### src/rtl/lsu_riscv.sv
// Load-store unit: turns one core memory access into a granted, acknowledged
// data-memory transaction and stalls the core until the response arrives.
//
// state | meaning
// IDLE  | waiting for an aligned core request; captures the access
// REQ   | data_req_o asserted, waiting for data_gnt_i
// RESP  | waiting for data_rvalid_i; a load result is returned that cycle
module lsu_riscv (
    input  logic        clk_i,
    input  logic        rst_n_i,
    input  logic        lsu_req_i,
    input  logic        lsu_we_i,
    input  logic [2:0]  lsu_size_i,
    input  logic [31:0] lsu_addr_i,
    input  logic [31:0] lsu_data_i,
    output logic [31:0] lsu_data_o,
    output logic        lsu_stall_req_o,
    output logic        lsu_misaligned_o,
    output logic        data_req_o,
    output logic        data_we_o,
    output logic [3:0]  data_be_o,
    output logic [31:0] data_addr_o,
    output logic [31:0] data_wdata_o,
    input  logic        data_gnt_i,
    input  logic        data_rvalid_i,
    input  logic [31:0] data_rdata_i
);

    typedef enum logic [1:0] {IDLE, REQ, RESP} state_t;

    state_t      state, state_next;
    logic        is_half, is_word, is_unsigned, misaligned, capture;
    logic [3:0]  be_next;
    logic [31:0] wdata_next;
    logic        half_q, word_q, unsigned_q;
    logic [1:0]  off_q;
    logic [31:0] load_q, load_ext;
    logic [7:0]  byte_sel;
    logic [15:0] half_sel;
    logic        load_done;

    // Decode size; unlisted encodings and unsigned stores fall back to byte.
    always_comb begin
        is_half     = 1'b0;
        is_word     = 1'b0;
        is_unsigned = 1'b0;
        case (lsu_size_i)
            3'b001: is_half = 1'b1;
            3'b010: is_word = 1'b1;
            3'b100: is_unsigned = !lsu_we_i;
            3'b101: begin
                is_half     = !lsu_we_i;
                is_unsigned = !lsu_we_i;
            end
            default: ;
        endcase
        misaligned = (is_half & lsu_addr_i[0]) | (is_word & (lsu_addr_i[1:0] != 2'b00));
        if (is_word) begin
            be_next    = 4'b1111;
            wdata_next = lsu_data_i;
        end else if (is_half) begin
            be_next    = lsu_addr_i[1] ? 4'b1100 : 4'b0011;
            wdata_next = {2{lsu_data_i[15:0]}};
        end else begin
            be_next    = 4'b0001 << lsu_addr_i[1:0];
            wdata_next = {4{lsu_data_i[7:0]}};
        end
    end

    assign capture = (state == IDLE) && lsu_req_i && !misaligned;

    // State register.
    always_ff @(posedge clk_i) begin
        if (!rst_n_i) state <= IDLE;
        else          state <= state_next;
    end

    // Next state and handshake/stall outputs.
    always_comb begin
        state_next       = state;
        data_req_o       = 1'b0;
        lsu_stall_req_o  = 1'b0;
        lsu_misaligned_o = 1'b0;
        case (state)
            IDLE: begin
                lsu_misaligned_o = lsu_req_i & misaligned;
                lsu_stall_req_o  = capture;
                if (capture) state_next = REQ;
            end
            REQ: begin
                data_req_o      = 1'b1;
                lsu_stall_req_o = 1'b1;
                if (data_gnt_i) state_next = RESP;
            end
            RESP: begin
                lsu_stall_req_o = !data_rvalid_i;
                if (data_rvalid_i) state_next = IDLE;
            end
            default: state_next = IDLE;
        endcase
    end

    // Load lane extraction and extension from the captured offset/size.
    always_comb begin
        byte_sel = data_rdata_i[{off_q, 3'b000} +: 8];
        half_sel = off_q[1] ? data_rdata_i[31:16] : data_rdata_i[15:0];
        if (word_q)
            load_ext = data_rdata_i;
        else if (half_q)
            load_ext = {{16{half_sel[15] & !unsigned_q}}, half_sel};
        else
            load_ext = {{24{byte_sel[7] & !unsigned_q}}, byte_sel};
    end

    assign load_done  = (state == RESP) && data_rvalid_i && !data_we_o;
    assign lsu_data_o = load_done ? load_ext : load_q;

    // Access capture in IDLE and load result retention.
    always_ff @(posedge clk_i) begin
        if (!rst_n_i) begin
            data_we_o    <= 1'b0;
            data_be_o    <= 4'b0000;
            data_addr_o  <= 32'h0;
            data_wdata_o <= 32'h0;
            half_q       <= 1'b0;
            word_q       <= 1'b0;
            unsigned_q   <= 1'b0;
            off_q        <= 2'b00;
            load_q       <= 32'h0;
        end else begin
            if (capture) begin
                data_we_o    <= lsu_we_i;
                data_be_o    <= be_next;
                data_addr_o  <= {lsu_addr_i[31:2], 2'b00};
                data_wdata_o <= wdata_next;
                half_q       <= is_half;
                word_q       <= is_word;
                unsigned_q   <= is_unsigned;
                off_q        <= lsu_addr_i[1:0];
            end
            if (load_done) load_q <= load_ext;
        end
    end

endmodule

### config.mk
export PLATFORM = sky130hd
export DESIGN_NAME = lsu_riscv
export DESIGN_NICKNAME = d
export VERILOG_FILES = /design/src/rtl/lsu_riscv.sv
export SDC_FILE = /design/constraint.sdc
export NUM_CORES = 1
export LEC_CHECK = 0
export CAP_MARGIN = 15
export CORE_MARGIN = 4
export CORE_UTILIZATION = 44
export DETAILED_ROUTE_END_ITERATION = 16
export MAX_ROUTING_LAYER = met4
export PLACE_DENSITY = 0.81
export SLEW_MARGIN = 20
export SYNTH_ARGS = -nofsm -noshare
export SYNTH_HDL_FRONTEND = slang
export SYNTH_SLANG_ARGS = --single-unit
### constraint.sdc
create_clock -name clk_i -period 1.9 [get_ports clk_i]
set_input_delay 0.19 -clock clk_i [delete_from_list [all_inputs] [get_ports clk_i]]
set_output_delay 0.19 -clock clk_i [all_outputs]
set_load 0.02 [all_outputs]
# [Yosys cells after proc, flatten, opt, wreduce, memory -nomap -nowiden]
# Cells that the tools add are included.
[op_classes] n_eq_ne=9 n_shift=2 muxes=19 bitwise_logic=6 n_reduce_logical=13
[ops] op="$mux 32" count=5
[ops] op="$shiftx 32x6->8" count=1
[ops] op="$mux 16" count=1
[ops] op="$mux 4" count=3
[ops] op="$eq 3x3->1 const B" count=2
[ops] op="$mux 2" count=3
[ops] op="$ne 2x2->1 const B" count=3
[ops] op="$pmux 2 s3" count=1
[ops] op="$and 1x1->1" count=5
[ops] op="$logic_not 1->1" count=5
[ops] op="$logic_and 1x1->1" count=4
[ops] op="$mux 1" count=4
[ops] op="$shl 1x2->4 const A" count=1
[ops] op="$eq 3x1->1 const B" count=1
[ops] op="$eq 3x2->1 const B" count=1
[ops] op="$pmux 1 s3" count=1
[ops] op="$reduce_and 3->1" count=1
[ops] op="$eq 2x1->1 const B" count=1
[ops] op="$eq 2x2->1 const B" count=1
[ops] op="$logic_not 2->1" count=1
[ops] op="$pmux 1 s2" count=1
[ops] op="$reduce_bool 2->1" count=1
[ops] op="$reduce_or 2->1" count=1
[ops] op="$or 1x1->1" count=1
[word_totals] register_bits=106 output_inout_bits=104 wordCells=59

# [Depth between registers and ports, before layout]
[logic_depth] depth_word=8 depth_mapped=6 mapped_depth_nobuf=4

# [Least setup slack after synthesis]
# Ideal clock, no wire load.
[synth_path] kind="reg2reg" from="register data_we_o" to="register load_q[13]" setup_time_ns=0.062 t_arrival_ns=1.958 path_slack_ns=-0.119 stages_incl_launch_ff=7 synth_period_minus_slack_ns=2.019 path_cell_list="dfxtp_1 > nand4bb_1 > clkbuf_1 > buf_2 > nor3b_1 > a211oi_1 > and2_1"
[synth_via] elab_chain_len=3
[synth_rtl] element="start, declared" line_no="20" source="output logic data_we_o,"
[synth_rtl] element="start signal, assigned" line_no="132" source="data_we_o <= lsu_we_i;"
[synth_rtl] element="$logic_not 1->1" line_no="115" source="assign load_done = (state == RESP) && data_rvalid_i && !data_we_o;"
[synth_rtl] element="$logic_and 1x1->1" line_no="115"
[synth_rtl] element="$mux 32"
[synth_rtl] element="named net lsu_data_o[13]" line_no="16" source="output logic [31:0] lsu_data_o,"
[synth_rtl] element="end signal, assigned" line_no="141" source="if (load_done) load_q <= load_ext;"
[synth_rtl] element="end, declared" line_no="37" source="logic [31:0] load_q, load_ext;"
# The timed path passes the listed nets, and every way through them passes these cells.
# A chain may end at the register's enable or synchronous reset.

# [Worst setup path in the final report]
[layout_path] from="register off_q[1]" to="output lsu_data_o[18]"
[layout_via] elab_chain_len=5 elab_cells_between_ends=7
[layout_rtl] element="start, declared" line_no="36" source="logic [1:0] off_q;"
[layout_rtl] element="start signal, assigned" line_no="139" source="off_q <= lsu_addr_i[1:0];"
[layout_rtl] element="$shiftx 32x6->8 / $mux 16 (equally long branches)" line_no="105, 106"
[layout_rtl] element="$and 1x1->1 (on tied branches)" line_no="112, 110"
[layout_rtl] element="$mux 32 (*)" line_no="109" source="else if (half_q)"
[layout_rtl] element="$mux 32 (*)" line_no="107" source="if (word_q)"
[layout_rtl] element="$mux 32 (*)"
[layout_rtl] element="end, declared" line_no="16"
# Mark *: on every way between the ends. The rest lies on a longest branch, timed or not.

==> flow_metrics.tcl <==
set metrics [dict create \
    holdBufCountCts 0 \
    initial_core_util 0.455 \
    synth_area_leader_cell "dfxtp_1" \
    rows 39 \
    critPathKind "reg -> out" \
    finalSetupViolCount 32 \
    outcome "finished with violations" \
    grt_pass1_wl_um 31000 \
    synthMuxAreaShare 0.129 \
    synth_top_family_by_area "compound AO/OA/AOI/OAI gates" \
    synth_cells 624 \
    cts.sinks 106 \
    die_h_um 118 \
    power_density_nw_per_um2 698 \
    final_antenna_net_count 0 \
    synthAdderAreaFrac 0 \
    gp_congestion 0.915 \
    critPathLaunchType "flop" \
    cts_buffer_depth 2 \
    overflow 0 \
    fin_nets 985 \
    cts_tree "built" \
    cp_max_fo 8 \
    hpwl_um 14200 \
    p_leak_nw 3.56 \
    root_buffer "clkbuf_16" \
    drive_above_1_share 0.250 \
    drt_iter0_markers 538 \
    dieArea_um2 13800 \
    synthFlopType "dfxtp_1" \
    port_buffers 206 \
    grt_max_degree 59 \
    fmax_mhz 452 \
    routed_wl_um 20000 \
    grt_pass1_vias 6056 \
    cts-htree-levels 3 \
    hold-worst-slack_ps 303 \
    cts_buffers 9 \
    cp.required_ps 1710 \
    synth_cell_types 47 \
    ios 209 \
    wl_per_cell_um 19.4 \
    violations "negative setup slack" \
    fp.coreArea_um2 11600 \
    ys_top_cells_by_area "dfxtp_1 40%, mux2i_1 9.1%, nand2_1 8.4%, o21ai_0 4.7%, mux2_2 3.4%" \
    maxCapViolCount 0 \
    netlist_area_um2 5290 \
    path_clk_slew_ps 70 \
    synth_compound_gate_area_share 0.214 \
    setup_slack_ps -314 \
    synth-edff-count 0 \
    avgSynthCellArea_um2 8.47 \
    clock-skew-final_ps 6.45 \
    die_x_um 118 \
    async_flop_share 0 \
    cp-endpoint "lsu_data_o[18]" \
    synth_top_area_share 0.401 \
    cp-startpoint "off_q[1]" \
    drv_slew 0 \
    vdd_drop_max_uv 615 \
    dp.cells 991 \
    drc 0 \
    worstPathArrival_ps 2020 \
    rr_endpoint "load_q[26]" \
    reg2reg_slack_ps 40 \
    grt_use_total 0.283 \
    grt_antenna_before_repair 1 \
    cp-end-kind "primary output" \
    rr_startpoint "off_q[1]" \
    rsz0062_at_grt "yes" \
    synth-simple-area-share 0.198 \
    period_needed_ps 2210 \
    vias_per_cell 5.70 \
    hold_viol_final 0 \
    hold_class "in -> reg" \
    period_share 1.17 \
    ys_ff_latch 106 \
    drtPass1Iterations 5 \
    syn2layout_area_growth_pct 66.8 \
    seq_area_frac_synth 0.401 \
    r2r_cells 7 \
    fin_cells 1029 \
    yosysWarnings 0 \
    synth_xor_area_frac 0.00166 \
    vias 5865 \
    clk_latency_ps 360 \
]
report_power, final:
group | leakage [nW] | switching (mW) | internal (mW)
combinational | 2.53 | 0.837 | 0.855
sequential | 0.868 | 0.0878 | 2.37
clock | 0.158 | 0.847 | 1.16
cells in the final DEF (no fill, tap or decap), types with 5 or more instances in the layout:
cell type,n
clkbuf_16,9
nor3b_1,7
and3_1,8
mux2i_1,48
o211a_1,10
nand4_1,13
nor2_1,30
buf_2,7
a21boi_0,8
a21oi_4,7
a211oi_4,6
nand3_1,10
nand2_1,117
mux2_4,12
buf_4,87
o2111ai_1,10
o221ai_2,5
nand2b_1,5
and2_1,8
o211ai_1,18
a21oi_1,24
dfxtp_1,102
buf_12,8
clkdlybuf4s50_1,168
a211oi_1,8
buf_6,28
o21ai_0,49
layout make-up:
class                   instances  area, µm²
well taps                     143        179
multi-input cells             457       3260
repair buffers                303       2910
flip-flops and latches        106       2130
inverters                       3       11.3
clock inverters                 6       90.1
clock buffers                  10        229
diodes                          1       2.50
fillers                       811       2790
worst min-delay path by stage:
stage | slack (ps) | start | cells after the start | endpoint
5_1_grt | 310 | rst_n_i | 2 | data_wdata_o[16]
3_5_place_dp | 450 | data_addr_o[22] | 2 | data_addr_o[22]
3_3_place_gp | 440 | data_addr_o[5] | 2 | data_addr_o[5]
2_1_floorplan | 290 | lsu_size_i[1] | 1 | unsigned_q
6_report | 300 | rst_n_i | 2 | data_wdata_o[16]
4_1_cts | 290 | rst_n_i | 2 | data_wdata_o[16]
repair_timing:
action                                  in CTS  in global routing
hold endpoints to repair                     0                  0
gates resized for setup                    211                 61
cloned                                       2                  0
endpoints found under the setup margin      35                 56
pin swaps                                   16                 18
buffers inserted                             7                 15
registers in the layout, indices dropped and copies added (netlist names):
signal        count
data_addr_o      30
data_be_o         4
data_wdata_o     32
data_we_o         1
half_q            1
load_q           32
off_q             2
state             2
unsigned_q        1
word_q            1
through the flow:
step | power (mW) | instance area, µm² | setup TNS (ps) | setup WS, ps | util
2_1_floorplan | 3.22 | 5310 | -10.1 | -1.26 | -
3_3_place_gp | 4.00 | 7940 | -21500 | -557 | 0.683
3_5_place_dp | 4.04 | 7940 | -26240 | -583 | 0.683
4_1_cts | 6.10 | 8500 | -8040 | -325 | 0.732
5_1_grt | 6.38 | 8820 | -9620 | -345 | 0.759
6_report | 6.15 | 8820 | -8180 | -314 | 0.759
cells by family after synthesis:
kind of cell,Yosys count
buffers and inverters,62
other,1
AND/OR/NAND/NOR,221
flip-flops,106
XOR/XNOR,1
multiplexers,65
AO/OA/AOI/OAI,168
layer usage:
metal  track usage  routed length (µm)  share of wire  vias up
li1              -                   -              -     2735
met2         0.479               10000           0.50      285
met1         0.316                7750           0.39     2797
met3        0.0726                1480          0.074       48
met5             -                   0              0        -
met4         0.123                 727          0.036        0
critical path, cell delays in order, from the launching register on:
cell,delay [ps]
dfxtp_4,380
buf_12,140
mux2_4,320
mux2i_1,170
o31a_1,240
buf_6,210
a21oi_4,80
buf_6,130
Yosys cell counts, types with 2 or more instances:
| master | count |
|---|---|
| buf_4 | 4 |
| nor2_1 | 32 |
| and4bb_2 | 2 |
| nor3b_1 | 9 |
| nand3_1 | 11 |
| and2_1 | 8 |
| nand2b_1 | 9 |
| a21boi_0 | 8 |
| dfxtp_1 | 106 |
| inv_1 | 3 |
| a31oi_1 | 3 |
| nand2_1 | 119 |
| clkbuf_1 | 36 |
| a21oi_2 | 2 |
| o21ai_0 | 50 |
| nor4bb_1 | 2 |
| mux2_2 | 16 |
| o2111ai_1 | 10 |
| nor2b_1 | 3 |
| a21oi_1 | 33 |
| nand4_1 | 13 |
| mux2i_1 | 48 |
| a211oi_1 | 16 |
| o211a_1 | 10 |
| o221ai_1 | 7 |
| o211ai_1 | 18 |
| o21a_1 | 2 |
| buf_6 | 4 |
| buf_2 | 14 |
| and3_1 | 8 |
| a211oi_4 | 2 |
Note: power is estimated with default switching activity, not from simulation.
